[config.mk]
export PLATFORM = sky130hd
export DESIGN_NAME = dht11_sensor_if
export DESIGN_NICKNAME = d
export VERILOG_FILES = /design/src/rtl/dht11_pkg.sv /design/src/rtl/dht11_tick_gen.sv /design/src/rtl/dht11_sensor_if.sv
export SDC_FILE = /design/constraint.sdc
export NUM_CORES = 1
export LEC_CHECK = 0
export CAP_MARGIN = 20
export CORE_MARGIN = 2
export CORE_UTILIZATION = 54
export DETAILED_ROUTE_END_ITERATION = 7
export PLACE_DENSITY = 0.74
export SKIP_LAST_GASP = 1
export SLEW_MARGIN = 20
export SYNTH_ARGS = -nofsm -noshare
export SYNTH_HDL_FRONTEND = slang
export SYNTH_SLANG_ARGS = --single-unit
export TNS_END_PERCENT = 20
[constraint.sdc]
create_clock -name sys_clk -period 5.5 [get_ports sys_clk]
set_input_delay 0.825 -clock sys_clk [delete_from_list [all_inputs] [get_ports sys_clk]]
set_output_delay 0.825 -clock sys_clk [all_outputs]
set_load 0.01 [all_outputs]
[src/rtl/dht11_pkg.sv]
`timescale 1ns/1ps
// Shared DHT11 definitions: FSM states, frame geometry and the checksum rule.
// The byte positions are also used by the downstream ASCII formatter.
package dht11_pkg;

  localparam int FRAME_BITS   = 40;
  localparam int DATA_BITS    = 32;
  localparam int BYTE_W       = 8;
  localparam int HUM_INT_MSB  = 39;
  localparam int HUM_DEC_MSB  = 31;
  localparam int TEMP_INT_MSB = 23;
  localparam int TEMP_DEC_MSB = 15;
  localparam int CHECKSUM_MSB = 7;

  typedef enum logic [3:0] {
    ST_POWER_UP  = 4'd0,
    ST_IDLE      = 4'd1,
    ST_START_LOW = 4'd2,
    ST_WAIT_ACK  = 4'd3,
    ST_ACK_LOW   = 4'd4,
    ST_ACK_HIGH  = 4'd5,
    ST_BIT_LOW   = 4'd6,
    ST_BIT_HIGH  = 4'd7,
    ST_CHECK     = 4'd8
  } dht11_state_e;

  // Sum of the four data bytes modulo 256 must equal the trailing byte.
  function automatic logic frame_checksum_ok(input logic [FRAME_BITS-1:0] frame);
    logic [BYTE_W-1:0] sum_s;
    sum_s = frame[HUM_INT_MSB -: BYTE_W] + frame[HUM_DEC_MSB -: BYTE_W]
          + frame[TEMP_INT_MSB -: BYTE_W] + frame[TEMP_DEC_MSB -: BYTE_W];
    return (sum_s == frame[CHECKSUM_MSB -: BYTE_W]);
  endfunction

endpackage

[src/rtl/dht11_tick_gen.sv]
`timescale 1ns/1ps
// Free-running 1 us / 1 ms tick divider; both ticks are single-cycle
// registered pulses, the ms tick coinciding with every 1000th us tick.
module dht11_tick_gen #(
  parameter int CLK_FREQ_HZ = 50_000_000
) (
  input  logic sys_clk,
  input  logic sys_rst,
  output logic us_tick,
  output logic ms_tick
);

  localparam int US_DIV = CLK_FREQ_HZ / 1_000_000;
  localparam int US_W   = (US_DIV > 1) ? $clog2(US_DIV) : 1;
  localparam int MS_W   = 10;
  localparam logic [US_W-1:0] US_LAST = US_W'(US_DIV - 1);
  localparam logic [MS_W-1:0] MS_LAST = 10'd999;

  logic [US_W-1:0] us_cnt_r;
  logic [MS_W-1:0] ms_cnt_r;
  logic            us_wrap_s;
  logic            us_tick_r;
  logic            ms_tick_r;

  assign us_wrap_s = (us_cnt_r == US_LAST);

  // Cycle and microsecond counters with registered tick outputs.
  always_ff @(posedge sys_clk or posedge sys_rst) begin
    if (sys_rst) begin
      us_cnt_r  <= '0;
      ms_cnt_r  <= '0;
      us_tick_r <= 1'b0;
      ms_tick_r <= 1'b0;
    end else begin
      us_cnt_r  <= us_wrap_s ? '0 : us_cnt_r + 1'b1;
      if (us_wrap_s) begin
        ms_cnt_r <= (ms_cnt_r == MS_LAST) ? '0 : ms_cnt_r + 1'b1;
      end
      us_tick_r <= us_wrap_s;
      ms_tick_r <= us_wrap_s && (ms_cnt_r == MS_LAST);
    end
  end

  assign us_tick = us_tick_r;
  assign ms_tick = ms_tick_r;

endmodule

[src/rtl/dht11_sensor_if.sv]
`timescale 1ns/1ps
// DHT11 single-wire bus master: periodic trigger, 40-bit frame capture,
// checksum validation and publication of the 32-bit reading.
module dht11_sensor_if
  import dht11_pkg::*;
#(
  parameter int CLK_FREQ_HZ    = 50_000_000,
  parameter int POWER_UP_MS    = 1000,
  parameter int POLL_MS        = 2000,
  parameter int START_LOW_MS   = 20,
  parameter int BIT1_THRESH_US = 50,
  parameter int TIMEOUT_US     = 200
) (
  input  logic                 sys_clk,
  input  logic                 sys_rst,
  input  logic                 dht_in,
  output logic                 dht_drive_low,
  output logic [DATA_BITS-1:0] data_valid,
  output logic                 data_update,
  output logic                 checksum_err,
  output logic                 timeout_err,
  output logic                 busy
);

  localparam int TMO_W  = $clog2(TIMEOUT_US + 1);
  localparam int MS_MAX = (POWER_UP_MS > POLL_MS)
                        ? ((POWER_UP_MS > START_LOW_MS) ? POWER_UP_MS : START_LOW_MS)
                        : ((POLL_MS > START_LOW_MS) ? POLL_MS : START_LOW_MS);
  localparam int MS_W   = $clog2(MS_MAX + 1);

  localparam logic [TMO_W-1:0] TMO_CNT   = TMO_W'(TIMEOUT_US);
  localparam logic [TMO_W-1:0] BIT1_CNT  = TMO_W'(BIT1_THRESH_US);
  localparam logic [MS_W-1:0]  PU_CNT    = MS_W'(POWER_UP_MS);
  localparam logic [MS_W-1:0]  POLL_CNT  = MS_W'(POLL_MS);
  localparam logic [MS_W-1:0]  SL_CNT    = MS_W'(START_LOW_MS);
  localparam logic [MS_W-1:0]  MS_SAT    = MS_W'(MS_MAX);
  localparam logic [5:0]       LAST_BIT  = 6'(FRAME_BITS - 1);

  dht11_state_e state_r;
  dht11_state_e state_next_s;

  logic [1:0]            sync_r;
  logic                  line_prev_r;
  logic                  fall_s;
  logic                  rise_s;
  logic                  us_tick_s;
  logic                  ms_tick_s;
  logic [TMO_W-1:0]      us_cnt_r;
  logic [MS_W-1:0]       ms_cnt_r;
  logic [FRAME_BITS-1:0] shift_r;
  logic [5:0]            bit_cnt_r;
  logic                  timed_s;
  logic                  timeout_s;
  logic                  shift_en_s;
  logic                  bit_val_s;
  logic                  state_chg_s;

  logic                  dht_drive_low_r;
  logic [DATA_BITS-1:0]  data_valid_r;
  logic                  data_update_r;
  logic                  checksum_err_r;
  logic                  timeout_err_r;
  logic                  busy_r;

  dht11_tick_gen #(
    .CLK_FREQ_HZ (CLK_FREQ_HZ)
  ) u_tick_gen (
    .sys_clk (sys_clk),
    .sys_rst (sys_rst),
    .us_tick (us_tick_s),
    .ms_tick (ms_tick_s)
  );

  // Two-flop synchroniser plus previous-level flop for edge detection.
  always_ff @(posedge sys_clk or posedge sys_rst) begin
    if (sys_rst) begin
      sync_r      <= 2'b11;
      line_prev_r <= 1'b1;
    end else begin
      sync_r      <= {sync_r[0], dht_in};
      line_prev_r <= sync_r[1];
    end
  end

  assign fall_s      = line_prev_r & ~sync_r[1];
  assign rise_s      = ~line_prev_r & sync_r[1];
  assign timed_s     = (state_r == ST_WAIT_ACK) || (state_r == ST_ACK_LOW) ||
                       (state_r == ST_ACK_HIGH) || (state_r == ST_BIT_LOW) ||
                       (state_r == ST_BIT_HIGH);
  assign state_chg_s = (state_next_s != state_r);
  assign bit_val_s   = (us_cnt_r > BIT1_CNT);

  // Next-state decode; a phase timeout overrides every edge.
  always_comb begin
    state_next_s = state_r;
    timeout_s    = 1'b0;
    shift_en_s   = 1'b0;
    if (timed_s && (us_cnt_r == TMO_CNT)) begin
      timeout_s    = 1'b1;
      state_next_s = ST_IDLE;
    end else begin
      case (state_r)
        ST_POWER_UP: begin
          if (ms_cnt_r == PU_CNT) state_next_s = ST_START_LOW;
          else                    state_next_s = ST_POWER_UP;
        end
        ST_IDLE: begin
          if (ms_cnt_r == POLL_CNT) state_next_s = ST_START_LOW;
          else                      state_next_s = ST_IDLE;
        end
        ST_START_LOW: begin
          if (ms_cnt_r == SL_CNT) state_next_s = ST_WAIT_ACK;
          else                    state_next_s = ST_START_LOW;
        end
        ST_WAIT_ACK: begin
          if (fall_s) state_next_s = ST_ACK_LOW;
          else        state_next_s = ST_WAIT_ACK;
        end
        ST_ACK_LOW: begin
          if (rise_s) state_next_s = ST_ACK_HIGH;
          else        state_next_s = ST_ACK_LOW;
        end
        ST_ACK_HIGH: begin
          if (fall_s) state_next_s = ST_BIT_LOW;
          else        state_next_s = ST_ACK_HIGH;
        end
        ST_BIT_LOW: begin
          if (rise_s) state_next_s = ST_BIT_HIGH;
          else        state_next_s = ST_BIT_LOW;
        end
        ST_BIT_HIGH: begin
          if (fall_s) begin
            shift_en_s = 1'b1;
            if (bit_cnt_r == LAST_BIT) state_next_s = ST_CHECK;
            else                       state_next_s = ST_BIT_LOW;
          end else begin
            state_next_s = ST_BIT_HIGH;
          end
        end
        ST_CHECK: state_next_s = ST_IDLE;
        default:  state_next_s = ST_POWER_UP;
      endcase
    end
  end

  // State register.
  always_ff @(posedge sys_clk or posedge sys_rst) begin
    if (sys_rst) state_r <= ST_POWER_UP;
    else         state_r <= state_next_s;
  end

  // Per-phase counters restart on every state change; the transition cycle
  // itself counts as the first elapsed microsecond.
  always_ff @(posedge sys_clk or posedge sys_rst) begin
    if (sys_rst) begin
      us_cnt_r <= '0;
      ms_cnt_r <= '0;
    end else if (state_chg_s) begin
      us_cnt_r <= us_tick_s ? TMO_W'(1) : '0;
      ms_cnt_r <= '0;
    end else begin
      if (us_tick_s && (us_cnt_r != TMO_CNT)) us_cnt_r <= us_cnt_r + 1'b1;
      if (ms_tick_s && (ms_cnt_r != MS_SAT))  ms_cnt_r <= ms_cnt_r + 1'b1;
    end
  end

  // Frame shift register, MSB first; emptied after CHECK or an abort.
  always_ff @(posedge sys_clk or posedge sys_rst) begin
    if (sys_rst) begin
      shift_r   <= '0;
      bit_cnt_r <= '0;
    end else if (timeout_s || (state_r == ST_CHECK)) begin
      shift_r   <= '0;
      bit_cnt_r <= '0;
    end else if (shift_en_s) begin
      shift_r   <= {shift_r[FRAME_BITS-2:0], bit_val_s};
      bit_cnt_r <= bit_cnt_r + 1'b1;
    end
  end

  // Registered outputs, derived from the state being entered.
  always_ff @(posedge sys_clk or posedge sys_rst) begin
    if (sys_rst) begin
      dht_drive_low_r <= 1'b0;
      data_valid_r    <= '0;
      data_update_r   <= 1'b0;
      checksum_err_r  <= 1'b0;
      timeout_err_r   <= 1'b0;
      busy_r          <= 1'b0;
    end else begin
      dht_drive_low_r <= (state_next_s == ST_START_LOW);
      busy_r          <= (state_next_s != ST_IDLE) && (state_next_s != ST_POWER_UP);
      timeout_err_r   <= timeout_s;
      data_update_r   <= 1'b0;
      checksum_err_r  <= 1'b0;
      if (state_r == ST_CHECK) begin
        if (frame_checksum_ok(shift_r)) begin
          data_valid_r  <= shift_r[FRAME_BITS-1 -: DATA_BITS];
          data_update_r <= 1'b1;
        end else begin
          checksum_err_r <= 1'b1;
        end
      end
    end
  end

  assign dht_drive_low = dht_drive_low_r;
  assign data_valid    = data_valid_r;
  assign data_update   = data_update_r;
  assign checksum_err  = checksum_err_r;
  assign timeout_err   = timeout_err_r;
  assign busy          = busy_r;

endmodule
==> reports/results.tsv, run 1 <==
stage	metric	value	unit
run_status	status	finished, final reports clean	
setup_path	worstPathRequired	5.80	ns
synthesis	synth_area_leaders	dfrtp_1 49%, mux2_4 7.2%, nand2_1 6.3%, fa_1 4.5%, a21oi_1 4.0%	
clocking	numCtsBuffers	17	
setup_path	reg2reg_to	data_valid[20]	
route	wl_per_cell	15.8	um
setup_path	cp_cell_sequence	fa_1, inv_1, fa_1, inv_1, ha_1, inv_1, fa_1, nor2b_1, o21a_1, o211ai_1, a21oi_1, o211ai_2, or3_2, mux2_4	
synthesis	synth.distinct_cells	50	
timing	min_period_over_period	79.9	%
synthesis	syn_area_per_cell	10.7	um^2
timing	rsz0062_at_grt	no	
setup_path	crit_family	adder cells	
place	gp_congestion	0.820	
synthesis	synthArstFlopShare	100	%
timing	fin_crit	4.40	ns
global_route	grt_max_degree	60	
global_route	met2_usage	36.1	%
place	dp_hpwl	8430	um
global_route	grt_pass1_vias	4365	
global_route	grt_pass1_wl	21300	um
floorplan	dieArea	0.0125	mm^2
final_layout	syn_to_final_growth	17.9	%
min_path	worst_hold_path.endpoint	sync_r[1]	
route	drtIter0Drc	253	
setup_path	crit_arrival	4.69	ns
route	drt_pass1_iterations	5	
global_route	met1_usage	26.5	%
setup_path	end_kind	flop	
floorplan	die_h	112	um
clocking	cts.htree.levels	4	
synthesis	syn_inst	588	
synthesis	synth-seq-cells	127	
setup_path	cp_num_buf_inv	3	
route	ant_nets	0	
timing	timing.fmax	227	MHz
floorplan	ioPinCount	40	
route	vias	4331	
min_path	hold_depth	0	
final_layout	fill_cells	864	
floorplan	die_w	112	um
synthesis	synthFlopType	dfrtp_1	
timing	hold_violations	0	
setup_path	worstSetupPathType	reg2reg	
timing	fin_setup_tns	0	ns
synthesis	ys_seq_area_share	50.7	%
floorplan	rows	39	
global_route	track_usage	21.6	%
setup_path	crit_fanout	32	
clocking	cts-hold-fix-buffers	0	
global_route	grtUsageMet3	6.70	%
synthesis	synth_top_area_share	49.5	%
timing	slew_headroom	31.9	%
route	viasPerCell	5.54	
route	wirelength	12400	um
setup_path	slowest_delay	0.90	ns
clocking	cts-root-buf	clkbuf_16	
timing	slew_viol_final	0	
power	power.density	298	mW/mm^2
synthesis	synth_edf_count	0	
setup_path	r2r.worst_path.cells	14	
clocking	clock_path_buffers	2	
synthesis	synth_top_cell_by_area	dfrtp_1	
clocking	cts_sinks	127	
timing	tightestPinTransition	1.02	ns
power	vdd_drop_max	0.261	mV
global_route	top_usage_layer	met2	
clocking	cts_setup_buffers	0	
setup_path	critPathSlowestCell	or3_2	
place	portBuffers	39	
power	p_leak	3.49	nW
setup_path	reg2reg_from	shift_r[9]	
clocking	clk_pin_slew	0.05	ns
final_layout	fin_nets	659	
job	maxCapViolations	0	
setup_path	critPathLaunchType	flop	
clocking	clk_latency	0.42	ns
final_layout	layout-drive-gt1-share	11.6	%
synthesis	yosys_warnings	0	
global_route	antenna_found_initial	0	
clocking	cts_resized	0	
synthesis	syn-cell-area	0.00627	mm^2
setup_path	r2r_slack	1.10	ns
floorplan	fp.coreArea	0.0114	mm^2
timing	skew	0.0107	ns
floorplan	start_util	55.2	%
clocking	cts_tree	yes	
final_layout	antenna_cells	0	
timing	finalSetupViolCount	0	
min_path	hold_class	reg2reg	
route	route.detailed.drc	0	
timing	hold-worst-slack	0.357	ns
synthesis	syn-num-nets	621	
min_path	hold_path_startpoint	sync_r[0]	
global_route	overflow	0	
## flip-flops by register name (all words and copies together) (netlist names), 2 cells and up
| register | cells |
|---|---|
| shift_r | 40 |
| data_valid | 32 |
| ms_cnt_r | 11 |
| u_tick_gen.ms_cnt_r | 10 |
| us_cnt_r | 8 |
| bit_cnt_r | 6 |
| u_tick_gen.us_cnt_r | 6 |
| state_r | 4 |
| sync_r | 2 |
## worst reg2reg max path: cells and delay by family (launching register included)
kind	cells	cell delay, ns
adders and majority gates	4	1.55
buffers and inverters	3	0.18
DFF	1	0.42
and+or+nand+nor	2	1.05
AOI/OAI and AO/OA	4	0.60
muxes	1	0.48
## through the flow
step / area, um^2 / total power (W) / setup WS [ns] / utilization, % / std cells
after floorplan: 6270 / 0.000968 / 1.30 / - / 588
after detailed placement: 6730 / 0.000976 / 1.13 / 59.2 / 750
after global routing: 7390 / 0.00228 / 0.901 / 65.0 / 782
final: 7390 / 0.00220 / 1.10 / 65.0 / 782
after CTS: 7390 / 0.00223 / 1.10 / 65.0 / 782
after global placement: 6730 / 0.000975 / 1.26 / 59.2 / 750
## report_power, final
group          internal, W  total (W)  switching, W  leakage [nW]
Clock             0.000852    0.00124      0.000393         0.320
Sequential        0.000937   0.000938   0.000000688          1.75
Combinational   0.00000277  0.0000205     0.0000177          1.42
## Yosys cell counts, types with 2 or more instances
| cell type | n |
|---|---|
| a211oi_1 | 2 |
| a21o_1 | 2 |
| a21oi_1 | 50 |
| a31oi_1 | 3 |
| and3_1 | 2 |
| buf_12 | 3 |
| buf_2 | 4 |
| clkbuf_1 | 17 |
| dfrtp_1 | 124 |
| dfstp_2 | 3 |
| fa_1 | 14 |
| ha_1 | 16 |
| inv_1 | 29 |
| mux2_2 | 2 |
| mux2_4 | 30 |
| mux2i_1 | 4 |
| nand2_1 | 105 |
| nand2b_1 | 3 |
| nand3_1 | 10 |
| nand4_1 | 16 |
| nand4b_1 | 2 |
| nor2_1 | 47 |
| nor2b_1 | 3 |
| nor3_1 | 8 |
| nor3b_1 | 4 |
| o211ai_1 | 3 |
| o21a_1 | 2 |
| o21ai_0 | 7 |
| o21bai_1 | 2 |
| or3_1 | 8 |
| xnor2_1 | 26 |
| xor2_1 | 19 |
## cell type report
cell class / instances / area, um^2 / share of cell area (%)
sequential: 127 / 3180 / 43.0
multi-input combinational: 406 / 2820 / 38.2
clock buffer: 23 / 488 / 6.60
timing repair buffer: 44 / 428 / 5.79
clock inverter: 9 / 179 / 2.42
tap: 143 / 179 / 2.42
inverter: 30 / 115 / 1.56
## cells by family (layout without fill, tap and decap cells)
| logic type | Yosys count | in the layout | share of synthesized area, % |
|---|---|---|---|
| simple gates | 214 | 214 | 15.3 |
| fa+ha+maj | 31 | 31 | 7.82 |
| buf+inv | 55 | 106 | 4.27 |
| mux | 36 | 36 | 8.18 |
| xor+xnor | 45 | 45 | 6.28 |
| compound gates | 80 | 80 | 7.42 |
| flops | 127 | 127 | 50.7 |
## placed cells by master, fill, tap and decap left out, types with 2 or more instances in the layout
cell,count
buf_4,5
nor2_1,47
xnor2_1,26
a31oi_1,3
nand4b_1,2
mux2i_1,4
nand4_1,16
o211ai_1,3
clkbuf_8,4
mux2_4,30
dfrtp_1,124
nor2b_1,3
nor3_1,8
inv_1,28
dfstp_2,3
clkbuf_1,2
o21a_1,2
o21ai_0,7
fa_1,14
nand3_1,10
clkinvlp_4,2
and3_1,2
a21oi_1,50
clkbuf_16,17
nand2_1,105
a21o_1,2
clkdlybuf4s50_1,39
or3_1,7
mux2_2,2
nand2b_1,3
nor3b_1,4
ha_1,16
xor2_1,19
a211oi_1,2
o21bai_1,2
bufinv_16,5
## worst max-delay path by stage
stage,startpoint,end,slack (ns),depth (start not counted)
after floorplan,sys_rst,bit_cnt_r[0],1.30,1
after global placement,shift_r[9],data_valid[6],1.26,14
after detailed placement,shift_r[9],data_valid[24],1.13,14
after CTS,shift_r[9],data_valid[20],1.10,14
after global routing,shift_r[9],data_valid[20],0.90,14
final,shift_r[9],data_valid[20],1.10,14
## layer usage
layer / part of all wire (%) / vias to the layer above
li1: - / 2056
met2: 52 / 96
met5: 0 / -
met3: 4.2 / 19
met4: 1.7 / 0
met1: 42 / 2160
Power figures use the tool's default switching activity.
==> inputs of run 2 (changes only) <==
==> constraint.sdc (replaced) <==
create_clock -name sys_clk -period 4.2 [get_ports sys_clk]
set_input_delay 0.63 -clock sys_clk [delete_from_list [all_inputs] [get_ports sys_clk]]
set_output_delay 0.63 -clock sys_clk [all_outputs]
set_load 0.01 [all_outputs]
==> run 2 against run 1 <==
Compared with the run above: sequential power up 31%; fmax up 9.7%; non-clock buffer count grew 1; highest routed layer unchanged.
==> reports/results.tsv, run 2 (synthesis results as in run 1) <==
stage	metric	value	unit	change
run_status	status	finished, final reports clean		unchanged
route	drt_pass1_iterations	5		unchanged
timing	finalSetupViolCount	0		unchanged
min_path	hold_class	reg2reg		unchanged
clocking	cts.htree.levels	4		unchanged
timing	timing.fmax	250	MHz	was 227 MHz
final_layout	fin_nets	660		was 659
timing	hold_violations	0		unchanged
floorplan	die_h	112	um	unchanged
setup_path	worstPathRequired	4.50	ns	was 5.80 ns
global_route	overflow	0		unchanged
setup_path	crit_arrival	4.31	ns	was 4.69 ns
floorplan	start_util	55.2	%	unchanged
route	viasPerCell	5.59		was 5.54
clocking	cts_resized	0		unchanged
global_route	grt_pass1_vias	4519		was 4,365
place	portBuffers	39		unchanged
final_layout	antenna_cells	0		unchanged
final_layout	multi_input_area	0.00284	mm^2	was 0.00282 mm^2
final_layout	fill_cells	885		was 864
timing	fin_crit	4.01	ns	was 4.40 ns
place	placed_area	0.00675	mm^2	was 0.00673 mm^2
route	wirelength	12700	um	was 12,400 um
global_route	grt_max_degree	70		was 60
timing	fin_setup_tns	0	ns	unchanged
floorplan	ioPinCount	40		unchanged
clocking	cts_sinks	127		unchanged
route	drtIter0Drc	408		was 253
final_layout	final_area	0.00735	mm^2	was 0.00739 mm^2
place	gp_congestion	0.923		was 0.820
timing	slew_viol_final	0		unchanged
final_layout	regArea	0.00318	mm^2	unchanged
place	place_inst	751		was 750
timing	slew_headroom	39.1	%	was 31.9%
setup_path	slowest_delay	0.54	ns	was 0.90 ns
final_layout	final_common_cell	dfrtp_1		unchanged
clocking	cts-root-buf	clkbuf_16		unchanged
power	vdd_drop_max	0.352	mV	was 0.261 mV
route	wl_per_cell	16.3	um	was 15.8 um
setup_path	critPathSlowestCell	fa_1		was or3_2
global_route	grt_pass1_wl	21900	um	was 21,300 um
setup_path	worstSetupPathType	reg2reg		unchanged
route	route.detailed.drc	0		unchanged
floorplan	die_w	112	um	unchanged
clocking	clk_pin_slew	0.05	ns	about the same
timing	tightestPinTransition	0.914	ns	was 1.02 ns
power	power.density	365	mW/mm^2	was 298 mW/mm^2
final_layout	instances_no_fill	781		was 782
setup_path	end_kind	flop		unchanged
final_layout	largest_register_ffs	40		unchanged
floorplan	rows	39		unchanged
route	ant_nets	0		unchanged
clocking	clock_path_buffers	2		unchanged
job	maxCapViolations	0		unchanged
final_layout	mostFrequentLayoutCells	124 x dfrtp_1, 105 x nand2_1, 50 x a21oi_1, 47 x nor2_1, 39 x clkdlybuf4s50_1		unchanged
clocking	cts-hold-fix-buffers	0		unchanged
setup_path	crit_fanout	22		was 32
final_layout	syn_to_final_growth	17.2	%	was 17.9%
global_route	track_usage	22.0	%	was 21.6%
global_route	antenna_found_initial	0		unchanged
route	vias	4364		was 4,331
timing	skew	0.00698	ns	was 0.0107 ns
power	p_leak	3.48	nW	was 3.49 nW
timing	min_period_over_period	95.4	%	was 79.9%
clocking	cts_setup_buffers	0		unchanged
timing	rsz0062_at_grt	no		unchanged
clocking	cts_tree	yes		unchanged
setup_path	cp_cell_sequence	fa_1, inv_1, fa_1, inv_1, ha_1, inv_1, fa_1, nor2b_1, o21a_1, o211ai_1, a21oi_1, o211ai_2, or3_4, buf_12, mux2_4		was fa_1, inv_1, fa_1, inv_1, ha_1, inv_1, fa_1, nor2b_1, o21a_1, o211ai_1, a21oi_1, o211ai_2, or3_2, mux2_4
floorplan	dieArea	0.0125	mm^2	unchanged
setup_path	critPathLaunchType	flop		unchanged
final_layout	largest-register	shift_r		unchanged
clocking	numCtsBuffers	17		unchanged
final_layout	layout-drive-gt1-share	11.4	%	was 11.6%
clocking	clk_latency	0.42	ns	about the same
floorplan	fp.coreArea	0.0114	mm^2	unchanged
place	dp_hpwl	8590	um	was 8430 um
[run 2: area by class of cell]
type,instances,area share (%)
inverters,30,1.57
multi-input cells,406,38.6
repair buffers,45,6.32
flip-flops and latches,127,43.3
clock inverters,6,1.12
clock buffers,24,6.69
well taps,143,2.43
[run 2: critical path: cells and delay by family, from the launching register on]
| family | cells | cell delay [ns] |
|---|---|---|
| compound gates | 4 | 0.59 |
| fa+ha+maj | 4 | 1.59 |
| buf+inv | 4 | 0.38 |
| flops | 1 | 0.42 |
| mux | 1 | 0.31 |
| simple gates | 2 | 0.59 |
[run 2: per-layer routing]
layer  global-route usage, %  vias up  wire, um
met5                       0        -         0
met3                    5.93       19       512
li1                        -     2039         -
met1                    27.2     2211      5330
met2                    36.8       95      6580
met4                    9.14        0       287
[run 2: worst paths after layout]
check	start	end	slack, ns	cells after the start
max	shift_r[9]	data_valid[13]	0.19	15
min	sync_r[0]	sync_r[1]	0.35	0
max reg2reg	shift_r[9]	data_valid[13]	0.19	15
min reg2reg	sync_r[0]	sync_r[1]	0.35	0
max in group asynchronous	sys_rst	line_prev_r	2.62	3
min in group asynchronous	sys_rst	u_tick_gen.ms_cnt_r[9]	0.75	2
[run 2: through the flow]
step | power [W] | hold slack, ns | util, % | setup slack [ns]
final | 0.00268 | 0.355 | 64.6 | 0.193
after global routing | 0.00276 | 0.362 | 64.6 | 0.0403
after CTS | 0.00270 | 0.354 | 64.4 | 0.0666
after detailed placement | 0.00128 | 0.347 | 59.3 | 0.0515
after global placement | 0.00128 | 0.349 | 59.3 | 0.258
after floorplan | 0.00127 | 0.345 | - | 0.191
[run 2: where the power goes]
| part | switching, W | total (W) | internal, W |
|---|---|---|---|
| sequential | 0.000000842 | 0.00123 | 0.00123 |
| clock | 0.000501 | 0.00143 | 0.000926 |
| combinational | 0.0000240 | 0.0000283 | 0.00000434 |
==> RTL edit 1 (settings of run 2) <==
Change the package constant `FRAME_BITS` from 40 to 80.
--- a/src/rtl/dht11_pkg.sv
+++ b/src/rtl/dht11_pkg.sv
@@ -3,7 +3,7 @@
 // The byte positions are also used by the downstream ASCII formatter.
 package dht11_pkg;
 
-  localparam int FRAME_BITS   = 40;
+  localparam int FRAME_BITS   = 80;
   localparam int DATA_BITS    = 32;
   localparam int BYTE_W       = 8;
   localparam int HUM_INT_MSB  = 39;
Formal check against the unedited RTL: same outputs for any inputs over 10 cycles, from zero or initial values and one cycle with sys_rst high; that may be too few to reach the edited logic, so the function may still have changed.
==> RTL edit 1 against run 2 <==
  * Total power grew 19%
  * Synthesized cell count grew 9.4%
  * Utilization shrank 0.12 points
  * Wire length grew 11%
  * Worst setup slack gained 0.088 ns
  * Cell area grew 17%
  * Critical path depth is the same
  * Synthesized area grew 19%
  * First-iteration DRC count shrank 11%
  * Sequential cell count grew 40
  * Largest power group is now sequential cells
==> RTL edit 1: results (changes against run 2) <==
[layout]
n_fill_cell = 1010  ; was 885
multi_input_gates = 418  ; was 406
signal_buffers = 48  ; was 45
syn_to_final_growth_pct = 15.60  ; was 17.18%
finalNetCount = 711  ; was 660
nNonClkInverters = 26  ; was 30
buffer_area_frac = 0.05506  ; was 0.06316
regArea_mm2 = 0.004183  ; was 0.003182 mm2
multiInputGateArea_mm2 = 0.003048  ; was 0.002835 mm2
fin_cells = 866  ; was 781
finalCoreUtilization = 0.6452  ; was 0.6464
layout-drive-gt1-share = 0.07826  ; was 0.1144

[clocking]
path_clk_slew_ns = 0.07  ; was 0.05 ns
cts.sinks = 167  ; was 127

[detailed_routing]
wl_um = 14080  ; was 12,700 um
drt_first_pass_iters = 4  ; was 5
drt_iter0_markers = 364  ; was 408
wl_met3_um = 557  ; was 512 um
wl_met1_um = 6539  ; was 5327 um

[global_routing]
grt_pass1_wl_um = 24410  ; was 21,950 um
met1_usage = 0.3020  ; was 0.2721
met2_usage = 0.3258  ; was 0.3681
grt_max_degree = 94  ; was 70
grtUsageMet3 = 0.04370  ; was 0.05934
grt_use_total = 0.2122  ; was 0.2203

[timing]
relSlewSlack = 0.5324  ; was 0.3908
clock_skew_ns = 0.01543  ; was 0.006982 ns
period_minus_slack_ns = 3.919  ; was 4.007 ns

[place]
place_hpwl_um = 9141  ; was 8590 um
gp_congestion = 0.8371  ; was 0.9225
post-place-ws_ns = 0.1898  ; was 0.05149 ns

[outcome]
status = finished, final reports clean  ; unchanged

[synth]
synth_cell_types = 57  ; was 50
muxShareOfSynthArea = 0.04971  ; was 0.08179
synth-seq-area-share = 0.5615  ; was 0.5073
ys_top_cells_by_count = dfrtp_1 (164), nand2_1 (68), a22o_1 (58), nor2_1 (52), a21oi_1 (33)  ; was dfrtp_1 (124), nand2_1 (105), a21oi_1 (50), nor2_1 (47), mux2_4 (30)

[critical_path]
arrival_ns = 4.23  ; was 4.31 ns
ff2ff_setup_slack_ns = 0.28  ; was 0.19 ns
r2r_end = data_valid[30]$_DFFE_PP0P_  ; was data_valid[13]$_DFFE_PP0P_

[power]
p_leak_uw = 0.004099  ; was 0.003481 uW

-- RTL edit 1: cell types whose count changed after synthesis, sizes merged, moves of 4 or more --
cell / before / now
inv: 30 / 26
buf: 8 / 13
and3: 2 / 8
nand2: 105 / 68
a21oi: 50 / 33
a22o: 0 / 58
dfrtp: 124 / 164
nand4: 16 / 10
o21ai: 8 / 17
nor2: 47 / 52
-- RTL edit 1: critical path, stage by stage (launching register included) --
cell      delay (ns)
dfrtp_1         0.42
fa_1            0.54
inv_1           0.06
fa_1            0.48
inv_1           0.08
ha_1            0.16
inv_1           0.05
fa_1            0.39
nor2b_1         0.12
o21a_1          0.14
o211ai_1        0.11
and3_1          0.20
o211ai_1        0.22
or3_1           0.16
buf_6           0.28
mux2_2          0.37
-- RTL edit 1: logic make-up after synthesis --
kind of cell    Yosys count
simple gates            183
flops                   167
compound gates          129
buf+inv                  58
xor+xnor                 43
mux                      33
fa+ha+maj                30
-- RTL edit 1: worst min path at each step --
stage,end,slack [ns],startpoint
floorplan,sync_r[1]$_DFF_PP1_,0.35,sync_r[0]$_DFF_PP1_
global placement,sync_r[1]$_DFF_PP1_,0.35,sync_r[0]$_DFF_PP1_
detailed placement,sync_r[1]$_DFF_PP1_,0.35,sync_r[0]$_DFF_PP1_
CTS,sync_r[1]$_DFF_PP1_,0.36,sync_r[0]$_DFF_PP1_
global route,sync_r[1]$_DFF_PP1_,0.36,sync_r[0]$_DFF_PP1_
finish,sync_r[1]$_DFF_PP1_,0.36,sync_r[0]$_DFF_PP1_
-- RTL edit 1: power by group --
part	internal, uW	switching, uW
Sequential	1610	1.16
Clock	902	648
Combinational	5.62	30.8
Total	2520	680
-- RTL edit 1: what timing repair did --
action                                  CTS  global route
endpoints found under the setup margin    0            30
resized for setup                         0             1
hold buffers                              0             0
==> RTL edit 2 (config.mk and constraints of run 2) <==
Made on the original files. Reset style: synchronous (`sys_rst`), changed in 6 clocked blocks.
--- a/src/rtl/dht11_tick_gen.sv
+++ b/src/rtl/dht11_tick_gen.sv
@@ -25,7 +25,7 @@
   assign us_wrap_s = (us_cnt_r == US_LAST);
 
   // Cycle and microsecond counters with registered tick outputs.
-  always_ff @(posedge sys_clk or posedge sys_rst) begin
+  always_ff @(posedge sys_clk) begin
     if (sys_rst) begin
       us_cnt_r  <= '0;
       ms_cnt_r  <= '0;
--- a/src/rtl/dht11_sensor_if.sv
+++ b/src/rtl/dht11_sensor_if.sv
@@ -72,7 +72,7 @@
   );
 
   // Two-flop synchroniser plus previous-level flop for edge detection.
-  always_ff @(posedge sys_clk or posedge sys_rst) begin
+  always_ff @(posedge sys_clk) begin
     if (sys_rst) begin
       sync_r      <= 2'b11;
       line_prev_r <= 1'b1;
@@ -144,14 +144,14 @@
   end
 
   // State register.
-  always_ff @(posedge sys_clk or posedge sys_rst) begin
+  always_ff @(posedge sys_clk) begin
     if (sys_rst) state_r <= ST_POWER_UP;
     else         state_r <= state_next_s;
   end
 
   // Per-phase counters restart on every state change; the transition cycle
   // itself counts as the first elapsed microsecond.
-  always_ff @(posedge sys_clk or posedge sys_rst) begin
+  always_ff @(posedge sys_clk) begin
     if (sys_rst) begin
       us_cnt_r <= '0;
       ms_cnt_r <= '0;
@@ -165,7 +165,7 @@
   end
 
   // Frame shift register, MSB first; emptied after CHECK or an abort.
-  always_ff @(posedge sys_clk or posedge sys_rst) begin
+  always_ff @(posedge sys_clk) begin
     if (sys_rst) begin
       shift_r   <= '0;
       bit_cnt_r <= '0;
@@ -179,7 +179,7 @@
   end
 
   // Registered outputs, derived from the state being entered.
-  always_ff @(posedge sys_clk or posedge sys_rst) begin
+  always_ff @(posedge sys_clk) begin
     if (sys_rst) begin
       dht_drive_low_r <= 1'b0;
       data_valid_r    <= '0;
Behaviour: no difference found for any inputs over 10 cycles, from zero or initial values and one cycle with sys_rst high; that may be too few to reach the edited logic, so the function may still have changed.
==> RTL edit 2 against run 2 <==
  * Non-clock buffer count is 1 lower
  * Sequential share of layout area is 5.9 points lower
  * Total power is 0.60% lower
  * Synthesized area is 8.3% lower
  * Synthesized cell count is 7.7% higher
  * Cell area is 7.6% lower
  * Worst setup slack better by 0.13 ns
  * Sequential cell count stayed put
  * Wire length is 9.4% lower
==> RTL edit 2: results (changes against run 2) <==
[power]
vdd_drop_max_mv = 0.2779  ; was 0.3525 mV
p_leak_uw = 0.002450  ; was 0.003481 uW
p_sw_uw = 523.3  ; was 526.1 uW

[layout]
finalNetCount = 699  ; was 660
insertedDiodeCount = 0  ; unchanged
n_fill_cell = 830  ; was 885
layout-drive-gt1-share = 0.07533  ; was 0.1144

[detailed_routing]
route.vias.total = 4334  ; was 4,364
drt_iter0_markers = 211  ; was 408
wl_um = 11500  ; was 12,700 um
wl_per_cell_um = 14.15  ; was 16.26 um
ant_nets = 0  ; unchanged

[global_routing]
grt_pass1_vias = 4202  ; was 4,519
grt_use_total = 0.2197  ; was 0.2203
grt_max_degree = 60  ; was 70
grtUsageMet3 = 0.08328  ; was 0.05934
met1_usage = 0.2682  ; was 0.2721
grt_pass1_wl_um = 19700  ; was 21,950 um
met2_usage = 0.3535  ; was 0.3681

[timing]
relSlewSlack = 0.3270  ; was 0.3908
clock_skew_ns = 0.009335  ; was 0.006982 ns

[clocking]
clockBufferDepth = 2  ; unchanged
cts_root_buf = clkbuf_8  ; was clkbuf_16
clk_latency_ns = 0.54  ; was 0.42 ns

[synth]
ys_top_cells_by_count = dfxtp_1 (127), nand2_1 (103), nor2_1 (74), a21oi_1 (54), mux2i_1 (33)  ; was dfrtp_1 (124), nand2_1 (105), a21oi_1 (50), nor2_1 (47), mux2_4 (30)
ys_warn_count = 0  ; unchanged
ys.flop_type = dfxtp_1  ; was dfrtp_1
synthTopCellsByArea = dfxtp_1 (44%), nand2_1 (6.7%), mux2i_1 (5.7%)  ; was dfrtp_1 (49%), mux2_4 (7.2%), nand2_1 (6.3%)
synth-xor-area-share = 0.07463  ; was 0.06284
synthesis.instances = 633  ; was 588
synth-compound-area-share = 0.08290  ; was 0.07421
synth-seq-area-share = 0.4421  ; was 0.5073
async_flop_share = 0  ; was 1.000
synthAdderAreaFrac = 0.08355  ; was 0.07820
synth_nets = 666  ; was 621
muxShareOfSynthArea = 0.05744  ; was 0.08179

[place]
place_hpwl_um = 7745  ; was 8590 um
dp_cells = 783  ; was 751
gp_congestion = 0.8738  ; was 0.9225

[critical_path]
path_max_fanout = 32  ; was 22
arrival_ns = 4.27  ; was 4.31 ns
r2r_cells = 14  ; was 15

[outcome]
status = finished, final reports clean  ; unchanged

[die]
coreArea_mm2 = 0.01032  ; was 0.01137 mm2

[min_path]
hold_depth = 1  ; was 0

## RTL edit 2: cell count changes in the layout (fill, tap and decap cells not counted), sizes merged, moves of 5 or more
cell,change
dfxtp,+127
dfrtp,-124
nor2,+37
mux2,-32
mux2i,+29
inv,-12
xor2,+7
nor3,+6
nor4,+5
or2,+5
## RTL edit 2: through the flow
stage / area, um2 / setup slack (ns) / util
after global placement: 6223 / 0.4363 / 0.6028
after global routing: 6793 / 0.06270 / 0.6580
after detailed placement: 6223 / 0.3571 / 0.6028
after CTS: 6793 / 0.3116 / 0.6580
after floorplan: 5751 / 0.3918 / -
final: 6793 / 0.3278 / 0.6580
## RTL edit 2: critical path, stage by stage, from the launching register on
cell,delay (ns)
dfxtp_1,0.35
fa_1,0.54
inv_1,0.05
fa_1,0.50
inv_1,0.04
ha_1,0.23
fa_1,0.41
a21o_1,0.19
a21oi_1,0.20
o21ai_0,0.14
xnor2_1,0.20
nor4b_4,0.28
buf_12,0.28
mux2i_1,0.26
nor2_1,0.06
## RTL edit 2: path summary, 6_finish.rpt
path | startpoint | endpoint | slack [ns]
hold reg to reg | sync_r[0]$_SDFF_PP1_ | sync_r[1]$_SDFF_PP1_ | 0.44
setup / recovery | shift_r[9]$_SDFFE_PP0P_ | data_valid[31]$_SDFFE_PP0P_ | 0.33
hold / removal | sync_r[0]$_SDFF_PP1_ | sync_r[1]$_SDFF_PP1_ | 0.44
setup reg to reg | shift_r[9]$_SDFFE_PP0P_ | data_valid[31]$_SDFFE_PP0P_ | 0.33
## RTL edit 2: logic make-up after synthesis
| kind of cell | Yosys count |
|---|---|
| simple gates | 264 |
| flops | 127 |
| compound gates | 82 |
| xor+xnor | 49 |
| buf+inv | 48 |
| mux | 33 |
| fa+ha+maj | 30 |
## RTL edit 2: cell type report
| class | count | share of cell area |
|---|---|---|
| Clock buffer | 24 | 0.06778 |
| Clock inverter | 6 | 0.01603 |
| Inverter | 18 | 0.009947 |
| Timing Repair Buffer | 44 | 0.06410 |
| Sequential cell | 127 | 0.3743 |
| Multi-Input combinational cell | 458 | 0.4428 |
| Tap cell | 136 | 0.02505 |
## RTL edit 2: metal layers
layer | wire [um] | up-vias | part of all wire
met5 | 0 | - | 0
met4 | 199 | 0 | 0.017
met3 | 535 | 20 | 0.047
met2 | 5615 | 89 | 0.49
met1 | 5152 | 2025 | 0.45
li1 | - | 2200 | -
## RTL edit 2: power by group through the flow
stage | Clock, uW | Combinational [uW] | Sequential (uW)
floorplan | 0 | 29.2 | 1240
global placement | 0 | 33.5 | 1240
detailed placement | 0 | 34.1 | 1240
CTS | 1450 | 34.2 | 1210
global route | 1510 | 37.8 | 1210
finish | 1420 | 33.5 | 1210
